File: src/rtl/sum_accum.sv
// sum_accum: collects a block of upstream adder sums and accumulates them into a
// saturating total. It also counts the zero-flagged samples in the block and
// presents one result per block through a valid/ready handshake.
module sum_accum #(
    parameter int ACC_W = 16,
    parameter int LEN_W = 4
) (
    input  logic             clk,
    input  logic             rst_n,
    input  logic             clear,
    input  logic [LEN_W-1:0] len,
    input  logic             in_valid,
    output logic             in_ready,
    input  logic [8:0]       in_sum,
    input  logic             in_zero,
    output logic             out_valid,
    input  logic             out_ready,
    output logic [ACC_W-1:0] out_acc,
    output logic [LEN_W:0]   out_zero_cnt,
    output logic             out_sat
);

    typedef enum logic [1:0] {
        IDLE  = 2'd0,
        ACCUM = 2'd1,
        HOLD  = 2'd2
    } state_t;

    localparam logic [LEN_W:0] ONE_CNT = {{LEN_W{1'b0}}, 1'b1};

    state_t           state;
    logic [ACC_W-1:0] acc;
    logic [LEN_W:0]   cnt;
    logic [LEN_W:0]   blk_len;
    logic [LEN_W:0]   zero_cnt;
    logic             sat;

    logic             accept;
    logic [LEN_W:0]   len_ext;
    logic [ACC_W-1:0] in_sum_ext;
    logic [ACC_W:0]   sum_wide;
    logic             sat_now;
    logic [ACC_W-1:0] acc_next;
    logic [LEN_W:0]   cnt_next;
    logic [LEN_W:0]   zero_next;

    // Next-value datapath: a len of 0 maps onto 2^LEN_W simply by prepending the
    // "is zero" bit, and the add is one bit wider so its carry flags saturation.
    always_comb begin
        accept     = in_valid && in_ready;
        len_ext    = {(len == '0), len};
        in_sum_ext = {{(ACC_W-9){1'b0}}, in_sum};
        sum_wide   = {1'b0, acc} + {1'b0, in_sum_ext};
        sat_now    = sum_wide[ACC_W];
        acc_next   = sat_now ? {ACC_W{1'b1}} : sum_wide[ACC_W-1:0];
        cnt_next   = cnt + ONE_CNT;
        zero_next  = zero_cnt + {{LEN_W{1'b0}}, in_zero};
    end

    // Block control FSM with registered handshake and result outputs; clear
    // beats every other event and drops any sample offered alongside it.
    always_ff @(posedge clk or negedge rst_n) begin
        if (!rst_n) begin
            state        <= IDLE;
            in_ready     <= 1'b1;
            out_valid    <= 1'b0;
            out_acc      <= '0;
            out_zero_cnt <= '0;
            out_sat      <= 1'b0;
            acc          <= '0;
            cnt          <= '0;
            blk_len      <= '0;
            zero_cnt     <= '0;
            sat          <= 1'b0;
        end else if (clear) begin
            state        <= IDLE;
            in_ready     <= 1'b1;
            out_valid    <= 1'b0;
            out_acc      <= '0;
            out_zero_cnt <= '0;
            out_sat      <= 1'b0;
            acc          <= '0;
            cnt          <= '0;
            blk_len      <= '0;
            zero_cnt     <= '0;
            sat          <= 1'b0;
        end else begin
            case (state)
                IDLE: begin
                    if (accept) begin
                        blk_len  <= len_ext;
                        acc      <= in_sum_ext;
                        cnt      <= ONE_CNT;
                        zero_cnt <= {{LEN_W{1'b0}}, in_zero};
                        sat      <= 1'b0;
                        if (len_ext == ONE_CNT) begin
                            state        <= HOLD;
                            in_ready     <= 1'b0;
                            out_valid    <= 1'b1;
                            out_acc      <= in_sum_ext;
                            out_zero_cnt <= {{LEN_W{1'b0}}, in_zero};
                            out_sat      <= 1'b0;
                        end else begin
                            state <= ACCUM;
                        end
                    end
                end
                ACCUM: begin
                    if (accept) begin
                        acc      <= acc_next;
                        cnt      <= cnt_next;
                        zero_cnt <= zero_next;
                        sat      <= sat | sat_now;
                        if (cnt_next == blk_len) begin
                            state        <= HOLD;
                            in_ready     <= 1'b0;
                            out_valid    <= 1'b1;
                            out_acc      <= acc_next;
                            out_zero_cnt <= zero_next;
                            out_sat      <= sat | sat_now;
                        end
                    end
                end
                HOLD: begin
                    if (out_ready) begin
                        state        <= IDLE;
                        in_ready     <= 1'b1;
                        out_valid    <= 1'b0;
                        out_acc      <= '0;
                        out_zero_cnt <= '0;
                        out_sat      <= 1'b0;
                    end
                end
                default: begin
                    state     <= IDLE;
                    in_ready  <= 1'b1;
                    out_valid <= 1'b0;
                end
            endcase
        end
    end

endmodule

File: config.mk
export PLATFORM = sky130hd
export DESIGN_NAME = sum_accum
export DESIGN_NICKNAME = d
export VERILOG_FILES = /design/src/rtl/sum_accum.sv
export SDC_FILE = /design/constraint.sdc
export NUM_CORES = 1
export LEC_CHECK = 0
export ABC_AREA = 1
export CORE_UTILIZATION = 57
export CTS_CLUSTER_SIZE = 30
export DETAILED_ROUTE_END_ITERATION = 10
export PLACE_DENSITY = 0.82
export SYNTH_ARGS = -nofsm -noshare
export SYNTH_HDL_FRONTEND = slang
export SYNTH_SLANG_ARGS = --single-unit
File: constraint.sdc
create_clock -name clk -period 2.6 [get_ports clk]
set_clock_uncertainty 0.2 [all_clocks]
set_input_delay 0.65 -clock clk [delete_from_list [all_inputs] [get_ports clk]]
set_output_delay 0.65 -clock clk [all_outputs]
set_load 0.01 [all_outputs]
## After elaboration in Yosys (flattened, before gate mapping)

Index checks and enable logic that the tools add are counted.

| cells by class | value |
|---|---|
| bitwise logic cells | 1 |
| shift-type cells | 0 |
| mux-type cells | 59 |
| add/sub/neg operators | 3 |
| eq/ne operators | 9 |
| reductions and logical operators | 12 |
| multipliers | 0 |
| magnitude comparators | 0 |
| div/mod/pow operators | 0 |

Operators with widths:

| kind | number |
|---|---|
| 16-bit 2-to-1 mux | 10 |
| 5-bit 2-to-1 mux | 15 |
| 16-bit case mux with 3 select lines | 1 |
| 16-bit case mux with 2 select lines | 1 |
| 5-bit case mux with 2 select lines | 2 |
| 1-bit 2-to-1 mux | 18 |
| 16-bit by 9-bit adder with 17-bit output | 1 |
| 3-bit != test, second input constant | 5 |
| 5-bit case mux with 3 select lines | 1 |
| 2-bit 2-to-1 mux | 6 |
| 1-bit case mux with 3 select lines | 3 |
| 2-bit case mux with 3 select lines | 1 |
| 6-bit AND reduction | 1 |
| 5-bit by 1-bit adder with 5-bit output | 1 |
| 5-bit by 1-bit adder with 5-bit output, second input constant | 1 |
| 5-bit by 1-bit equality test with 1-bit output, second input constant | 1 |
| 5-bit equality test | 1 |
| 5-bit AND reduction | 1 |
| 4-bit logical NOT | 1 |
| 4-bit AND reduction | 1 |
| 2-bit nonzero test | 2 |
| 4-bit nonzero test | 1 |
| 3-bit AND reduction | 1 |
| 3-bit nonzero test | 1 |
| 7 further kinds | 7 |

| word-level totals | value |
|---|---|
| word-level logic and storage cells | 95 |
| latch bits | 0 |
| memory bits (read-only) | 0 |
| register bits after elaboration | 58 |
| memories | 0 |
| memory bits (writable) | 0 |

## Depth between registers and ports, before layout

Gate-level depths: netlist (run 1).

| logic depth | value |
|---|---|
| word-level depth | 6 |
| gate-level depth with buffers | 14 |
| depth with buffers taken out | 13 |

## Worst setup path after synthesis (run 1)

No wires, ideal clock.

| timing | value |
|---|---|
| kind | input to register |
| start point | input in_sum[0] |
| end point | register acc[14] |
| required time | 2.273 ns |
| arrival time | 2.191 ns |
| stages | 12 |
| setup slack | 0.082 ns |
| buffers on the path | 0 |
| path through | ha_1 -> fa_1 -> nand2_1 -> nand2_1 -> nand3_1 -> nand2_1 -> nand2_2 -> nand2_1 -> inv_2 -> nand2_1 -> o21ai_1 -> o21ai_0 |

| between the ends | value |
|---|---|
| longest elaborated chain between the ends | 5 |

Ends and longest elaborated chain:

| item | RTL line | text |
|---|---|---|
| start, declared | 14 | `input logic [8:0] in_sum,` |
| 16-bit by 9-bit adder with 17-bit output | 53 | `sum_wide = {1'b0, acc} + {1'b0, in_sum_ext};` |
| 16-bit 2-to-1 mux | 55 | `acc_next = sat_now ? {ACC_W{1'b1}} : sum_wide[ACC_W-1:0];` |
| 16-bit 2-to-1 mux | 109 | `if (accept) begin` |
| 16-bit case mux with 2 select lines | 88 | `case (state)` |
| 16-bit 2-to-1 mux | 75 | `end else if (clear) begin` |
| end signal, assigned | 92 | `acc <= in_sum_ext;` |
| end signal, assigned | 110 | `acc <= acc_next;` |
| end, declared | 32 | `logic [ACC_W-1:0] acc;` |

No other way between the ends. The select of a mux whose other input is x is not followed.
A chain may end at the register's enable or synchronous reset.

## Worst setup path after layout (run 1)

| timing | value |
|---|---|
| start point | input in_sum[5] |
| end point | register out_acc[15] |

| between the ends | value |
|---|---|
| longest elaborated chain between the ends | 6 |

Ends and longest elaborated chain:

| item | RTL line | text |
|---|---|---|
| 16-bit by 9-bit adder with 17-bit output | 53 |  |
| 16-bit 2-to-1 mux | 55 |  |
| 16-bit 2-to-1 mux | 114 | `if (cnt_next == blk_len) begin` |
| 16-bit 2-to-1 mux | 109 |  |
| 16-bit case mux with 3 select lines | 88 |  |
| 16-bit 2-to-1 mux | 75 |  |
| end signal, assigned | 100 | `out_acc <= in_sum_ext;` |
| end signal, assigned | 118 | `out_acc <= acc_next;` |
| end, declared | 18 | `output logic [ACC_W-1:0] out_acc,` |

No other way between the ends. The select of a mux whose other input is x is not followed.

==> results.json, run 1 <==
{
  "p_leak_uw": 0.00233,
  "drt_pass1_iterations": 5,
  "clock_latency_ps": 340,
  "yosys_warnings": 0,
  "syn_avg_cell_area_um2": 7.21,
  "power_density_mw_per_mm2": 895,
  "viasPerCell": 5.49,
  "rows": 29,
  "overflow": 0,
  "grt_pass1_vias": 3548,
  "cts_tree": "done",
  "muxShareOfSynthArea": 0,
  "dr.first_iter.drc_count": 248,
  "multi_input_area_mm2": 0.00201,
  "wl_per_cell_um": 14.3,
  "antennaDiodeCount": 0,
  "cts_buffers": 9,
  "critPathRequiredTime_ps": 2660,
  "grt_pass1_wl_um": 15500,
  "synth-simple-area-share": 0.314,
  "dieArea_mm2": 0.00684,
  "yosys.area.top_type": "dfrtp_1",
  "gp_congestion": 0.871,
  "antenna_left": 0,
  "synthXorXnorAreaFrac": 0.00707,
  "drive_above_1_share": 0.145,
  "synthCells": 515,
  "die_h_um": 82.7,
  "hold_buffers": 0,
  "ir_worst_vdd_mv": 0.792,
  "setup_ws_ps": 109,
  "die_w_um": 82.7,
  "tightestPinTransition_ps": 442,
  "synth.net_count": 550,
  "ys_top_cells_by_area": "dfrtp_1 38%, nand2_1 17%, inv_1 6.2%, o21ai_0 5.7%, nand3_1 5.4%",
  "clkSinkCount": 58,
  "grt_max_degree": 59,
  "port_buffers": 42,
  "cts_buffer_depth": 2,
  "start_util": 0.588,
  "worstHoldPathType": "input port to async pin",
  "hpwl_um": 6970,
  "num_vias": 3678,
  "synth_cell_types": 35,
  "reg2reg_from": "acc[0]",
  "end_kind": "flip-flop",
  "min_period_ps": 2490,
  "worstSetupEndpoint": "out_acc[15]",
  "synthAdderAreaFrac": 0.0559,
  "status": "complete, no violations",
  "synth-compound-area-share": 0.140,
  "final_common_cell": "nand2_1",
  "finalSetupViolCount": 0,
  "final-max-slew-violation-count": 0,
  "place_ws_ps": -476,
  "core_area_mm2": 0.00631,
  "syn_area_mm2": 0.00371,
  "fin_crit_sh": 0.958,
  "r2r_slack_ps": 370,
  "slew_headroom": 0.703,
  "worstSetupPathType": "input port to flip-flop",
  "r2r_end": "acc[5]",
  "synth_top_family_by_area": "simple AND/OR/NAND/NOR gates",
  "synth_top_cell_area_share": 0.384,
  "ys_seq_area_frac": 0.391,
  "antenna_found_initial": 0,
  "arrival_ps": 2550,
  "grtUsageTotal": 0.302,
  "crit_start": "in_sum[5]",
  "num_io_pins": 43,
  "reg2reg_depth": 12,
  "utilization": 0.746,
  "nets": 624,
  "ff_latch_area_mm2": 0.00145,
  "h-tree-depth": 3,
  "clkTransAtPathRegs_ps": 70,
  "path_max_fanout": 5,
  "layout-area-overhead-vs-synth_pct": 26.8,
  "final_cell_mix": "168 x nand2_1, 61 x inv_1, 57 x dfrtp_1",
  "routed_wirelength_um": 9570,
  "fmax_mhz": 401,
  "drc_errors": 0,
  "final_hold_viol_count": 0,
  "fill_cells": 474,
  "ys_ff_latch": 58,
  "cap_violations": 0,
  "root_buffer": "clkbuf_8",
  "start_kind": "input port"
}
stage by stage:
| stage | power, µW | area, µm² | hold WS, ps | TNS, ps | instances |
|---|---|---|---|---|---|
| finish | 4220 | 4710 | 104 | 0 | 670 |
| CTS | 4150 | 4630 | 129 | 0 | 670 |
| global placement | 3240 | 4420 | 268 | -10710 | 654 |
| floorplan | 2640 | 3710 | 154 | 0 | 515 |
| global route | 4550 | 4710 | 146 | -243 | 670 |
| detailed placement | 3320 | 4420 | 274 | -12860 | 654 |
report_power, final:
part	internal (µW)	switching (µW)	total (µW)
logic	875	1340	2210
registers	1070	122	1190
clock network	461	353	814
how the worst min path moves through the flow:
| stage | startpoint | to | slack, ps | depth (start not counted) |
|---|---|---|---|---|
| final | rst_n | acc[3] | 100 | 2 |
| after global routing | rst_n | out_acc[11] | 150 | 2 |
| after CTS | rst_n | acc[3] | 130 | 2 |
| after detailed placement | out_acc[1] | out_acc[1] | 270 | 2 |
| after global placement | acc[2] | acc[2] | 270 | 2 |
| after floorplan | rst_n | acc[0] | 150 | 0 |
layer usage:
layer / part of all wire / global-route usage / vias to the layer above
met5: 0 / 0 / -
met1: 0.44 / 0.382 / 1693
met4: 0.021 / 0.138 / 0
met3: 0.047 / 0.0429 / 18
met2: 0.49 / 0.509 / 142
li1: - / - / 1825
synthesized netlist by cell type, drive strengths merged:
library cell,count
ha,15
dfstp,1
xor2,1
inv,63
and2,1
xnor2,2
fa,1
o22ai,2
o31ai,2
nand3b,6
a21oi,19
nor3,4
buf,10
clkbuf,5
nand3,42
dfrtp,57
or2,1
o21ai,65
nand4,9
o211ai,1
a21o,1
nor2,29
o21a,2
nand2,176
flip-flops by register name, indices dropped and copies added (netlist names):
signal and flops:
acc 16, blk_len 5, cnt 5, in_ready 1, out_acc 16, out_sat 1, out_valid 1, out_zero_cnt 5
sat 1, state 2, zero_cnt 5
area by class of cell:
cell class / instances / area share
multi-input combinational: 379 / 0.426
sequential: 58 / 0.308
timing repair buffer: 77 / 0.154
inverter: 63 / 0.0507
clock buffer: 12 / 0.0308
tap: 77 / 0.0205
clock inverter: 3 / 0.00850
timing repair inverter: 1 / 0.00159
kinds of logic after synthesis:
family / after synthesis
and+or+nand+nor: 268
AOI/OAI and AO/OA: 92
buffers and inverters: 78
DFF: 58
adders and majority gates: 16
xor gates and xnor gates: 3
critical path, cell delays in order:
cell,delay [ps]
clkdlybuf4s50_1,460
ha_1,340
nand2_1,90
nor2_1,130
nand3_2,90
nand2_1,110
nand2_2,90
nand2_4,130
clkinvlp_4,130
nand3_1,100
nand2_1,80
o21ai_1,150
repair_timing:
| item | CTS | global route |
|---|---|---|
| cloned | 1 | 0 |
| setup buffers | 0 | 0 |
| gates resized for setup | 7 | 22 |
| endpoints found under the setup margin | 30 | 31 |
| pin swaps | 0 | 7 |
Power figures use the tool's default switching activity.
==> run 2, diff against run 1 <==
- CAP_MARGIN: default -> 30
==> results of run 2 <==
The final DEF is identical to that of run 1; final timing and power are the same.
==> run 3, diff against run 2 <==
- ABC_AREA: 1 -> default
- CORE_UTILIZATION: 57 -> 30
- PLACE_DENSITY: 0.82 -> 0.49
==> results.json, run 3 <==
{
  "core_area_mm2": 0.0115,
  "grt_pass1_vias": 3439,
  "grt_pass1_wl_um": 18000,
  "reg2reg_depth": 9,
  "layout-area-overhead-vs-synth_pct": 46.2,
  "finalSetupViolCount": 0,
  "start_util": 0.309,
  "port_buffers": 42,
  "fill_cells": 1126,
  "grt_max_degree": 22,
  "critical-path-max-stage-delay_ps": 420,
  "crit_chain": "ha_4 -> fa_2 -> a211oi_4 -> nor3b_4 -> o31ai_4 -> buf_4 -> a21oi_1 -> a211oi_1 -> nor3_1",
  "power_uw": 4530,
  "slew_headroom": 0.489,
  "ys_top_cells_by_area": "dfrtp_1 40%, ha_1 5.3%, a21oi_1 4.8%, nand2_1 4.4%, o21ai_0 4.4%",
  "h-tree-depth": 3,
  "antenna_left": 0,
  "cap_violations": 0,
  "fmax_mhz": 390,
  "critPathTopFamily": "compound AO/OA/AOI/OAI gates",
  "critPathRequiredTime_ps": 2610,
  "yosys_warnings": 0,
  "final_cell_mix": "63 x buf_4, 57 x dfrtp_1, 42 x nand2_1",
  "wl_per_cell_um": 16.9,
  "clkTransAtPathRegs_ps": 50,
  "drive_above_1_share": 0.272,
  "multi_input_area_mm2": 0.00223,
  "synth_top_cell_area_share": 0.400,
  "cp_slowest_cell": "fa_2",
  "gp_congestion": 0.834,
  "clock_latency_ps": 330,
  "yosys.area.top_type": "dfrtp_1",
  "start_kind": "flip-flop",
  "r2r_slack_ps": 40,
  "dp.cells": 620,
  "rows": 39,
  "yosysMostFrequentCell": "dfrtp_1",
  "antenna_found_initial": 0,
  "syn_area_mm2": 0.00356,
  "worstHoldPathType": "input port to async pin",
  "dieArea_mm2": 0.0123,
  "stdcell_count": 643,
  "synth_edf_count": 0,
  "min_period_ps": 2560,
  "tightestPinTransition_ps": 764,
  "final_common_cell": "buf_4",
  "die_h_um": 111,
  "intPower_uw": 2860,
  "end_kind": "flip-flop",
  "root_buffer": "clkbuf_16",
  "worstSetupPathType": "flip-flop to flip-flop",
  "async_flop_share": 1.00,
  "grtUsageTotal": 0.186,
  "antennaDiodeCount": 0,
  "power_density_mw_per_mm2": 870,
  "p_switching_uw": 1670,
  "synthCells": 392,
  "ff_latch_area_mm2": 0.00145,
  "routed_wirelength_um": 10900,
  "num_vias": 3433,
  "synth_top_flop_cell": "dfrtp_1",
  "reg_top3": "acc: 16 flops, out_acc: 16 flops",
  "synth.net_count": 427,
  "ir_worst_vdd_mv": 0.412,
  "rsz0062_at_grt": "yes",
  "r2r_end": "out_acc[4]",
  "cts_buffers": 9,
  "yosys-top-cells-count": "57 x dfrtp_1, 42 x nand2_1, 34 x a21oi_1",
  "hpwl_um": 7870,
  "fin_crit_sh": 0.986,
  "hold_buffers": 0,
  "drt_pass1_iterations": 7,
  "p_leak_uw": 0.00231,
  "ys_seq_area_frac": 0.408,
  "drc_errors": 2,
  "cts_buffer_depth": 2,
  "die_w_um": 111,
  "final_hold_viol_count": 0,
  "cts_tree": "done",
  "status": "finished, violations left",
  "violations": "design-rule violations",
  "path_max_fanout": 5,
  "arrival_ps": 2570,
  "reg2reg_from": "acc[0]",
  "synth_cell_types": 59,
  "final-max-slew-violation-count": 0,
  "viasPerCell": 5.34,
  "nets": 530,
  "p_sw_frac": 0.368,
  "p_seq_frac": 0.261,
  "p_comb_frac": 0.457,
  "clkSinkCount": 58,
  "num_io_pins": 43,
  "crit_buf_inv": 1,
  "dr.first_iter.drc_count": 156,
  "overflow": 0,
  "ys_ff_latch": 58,
  "syn_avg_cell_area_um2": 9.09,
  "p_clk_frac": 0.281
}
## run 3: cell count changes after synthesis, sizes merged, moves of 7 or more
cell / change
a22o: +7
nand3: -25
clkbuf: +9
o31ai: +9
inv: -58
nand2: -134
o21ai: -32
and3: +8
a21oi: +16
a211oi: +9
a21o: +11
## run 3: area by class of cell
| class | count | area share |
|---|---|---|
| Clock buffer | 9 | 0.0432 |
| Inverter | 6 | 0.00432 |
| Tap cell | 143 | 0.0343 |
| Timing Repair Buffer | 113 | 0.193 |
| Sequential cell | 58 | 0.279 |
| Multi-Input combinational cell | 307 | 0.428 |
| Clock inverter | 7 | 0.0180 |
## run 3: per-stage QoR
stage | hold WS [ps] | cell area [µm²] | utilization | setup TNS [ps] | worst slack, ps
global placement | 262 | 4630 | 0.402 | -22410 | -815
finish | 111 | 5210 | 0.453 | 0 | 36.9
floorplan | 154 | 3590 | - | -568 | -114
detailed placement | 270 | 4630 | 0.402 | -23340 | -830
global route | 155 | 5210 | 0.453 | -187 | -43.1
CTS | 130 | 5080 | 0.441 | -6.07 | -6.07
## run 3: routing by layer
layer  vias up  part of all wire  GRT usage
met2        59              0.47      0.301
met1      1683              0.49      0.253
met4         0             0.013     0.0658
li1       1679                 -          -
met5         -                 0          0
met3        12             0.034     0.0241
## run 3: worst max-delay path by stage
| stage | startpoint | endpoint | slack (ps) | depth (start not counted) |
|---|---|---|---|---|
| after floorplan | in_sum[0] | out_acc[10] | -110 | 7 |
| after global placement | in_sum[0] | out_acc[2] | -820 | 10 |
| after detailed placement | in_sum[0] | out_acc[2] | -830 | 10 |
| after CTS | in_sum[0] | acc[13] | -6 | 8 |
| after global routing | acc[0] | out_acc[4] | -40 | 9 |
| final | acc[0] | out_acc[4] | 40 | 9 |
## run 3: cell families after synthesis
| logic type | synth area share |
|---|---|
| muxes | 0.0140 |
| and+or+nand+nor | 0.160 |
| xor gates and xnor gates | 0.0407 |
| buffers and inverters | 0.0327 |
| AOI/OAI and AO/OA | 0.286 |
| DFF | 0.408 |
| adders and majority gates | 0.0583 |
## run 3: repair_timing
item | 4_1_cts | 5_1_grt
buffers inserted | 3 | 4
gates resized for setup | 29 | 29
setup endpoints to repair | 34 | 29
endpoints found under the hold margin | 0 | 0
pin swaps | 9 | 20
## run 3: worst reg2reg max path: stages, from the launching register on
cell      delay [ps]
dfrtp_1          410
ha_4             180
fa_2             420
a211oi_4         280
nor3b_4          100
o31ai_4          310
buf_4            200
a21oi_1           60
a211oi_1         200
nor3_1            80
## run 3: power groups by stage
| stage | Clock (µW) | Combinational [µW] | Sequential, µW |
|---|---|---|---|
| after floorplan | 0 | 1060 | 1180 |
| after global placement | 0 | 1840 | 1170 |
| after detailed placement | 0 | 1850 | 1180 |
| after CTS | 1300 | 1980 | 1180 |
| after global routing | 1330 | 2270 | 1200 |
| final | 1280 | 2070 | 1180 |
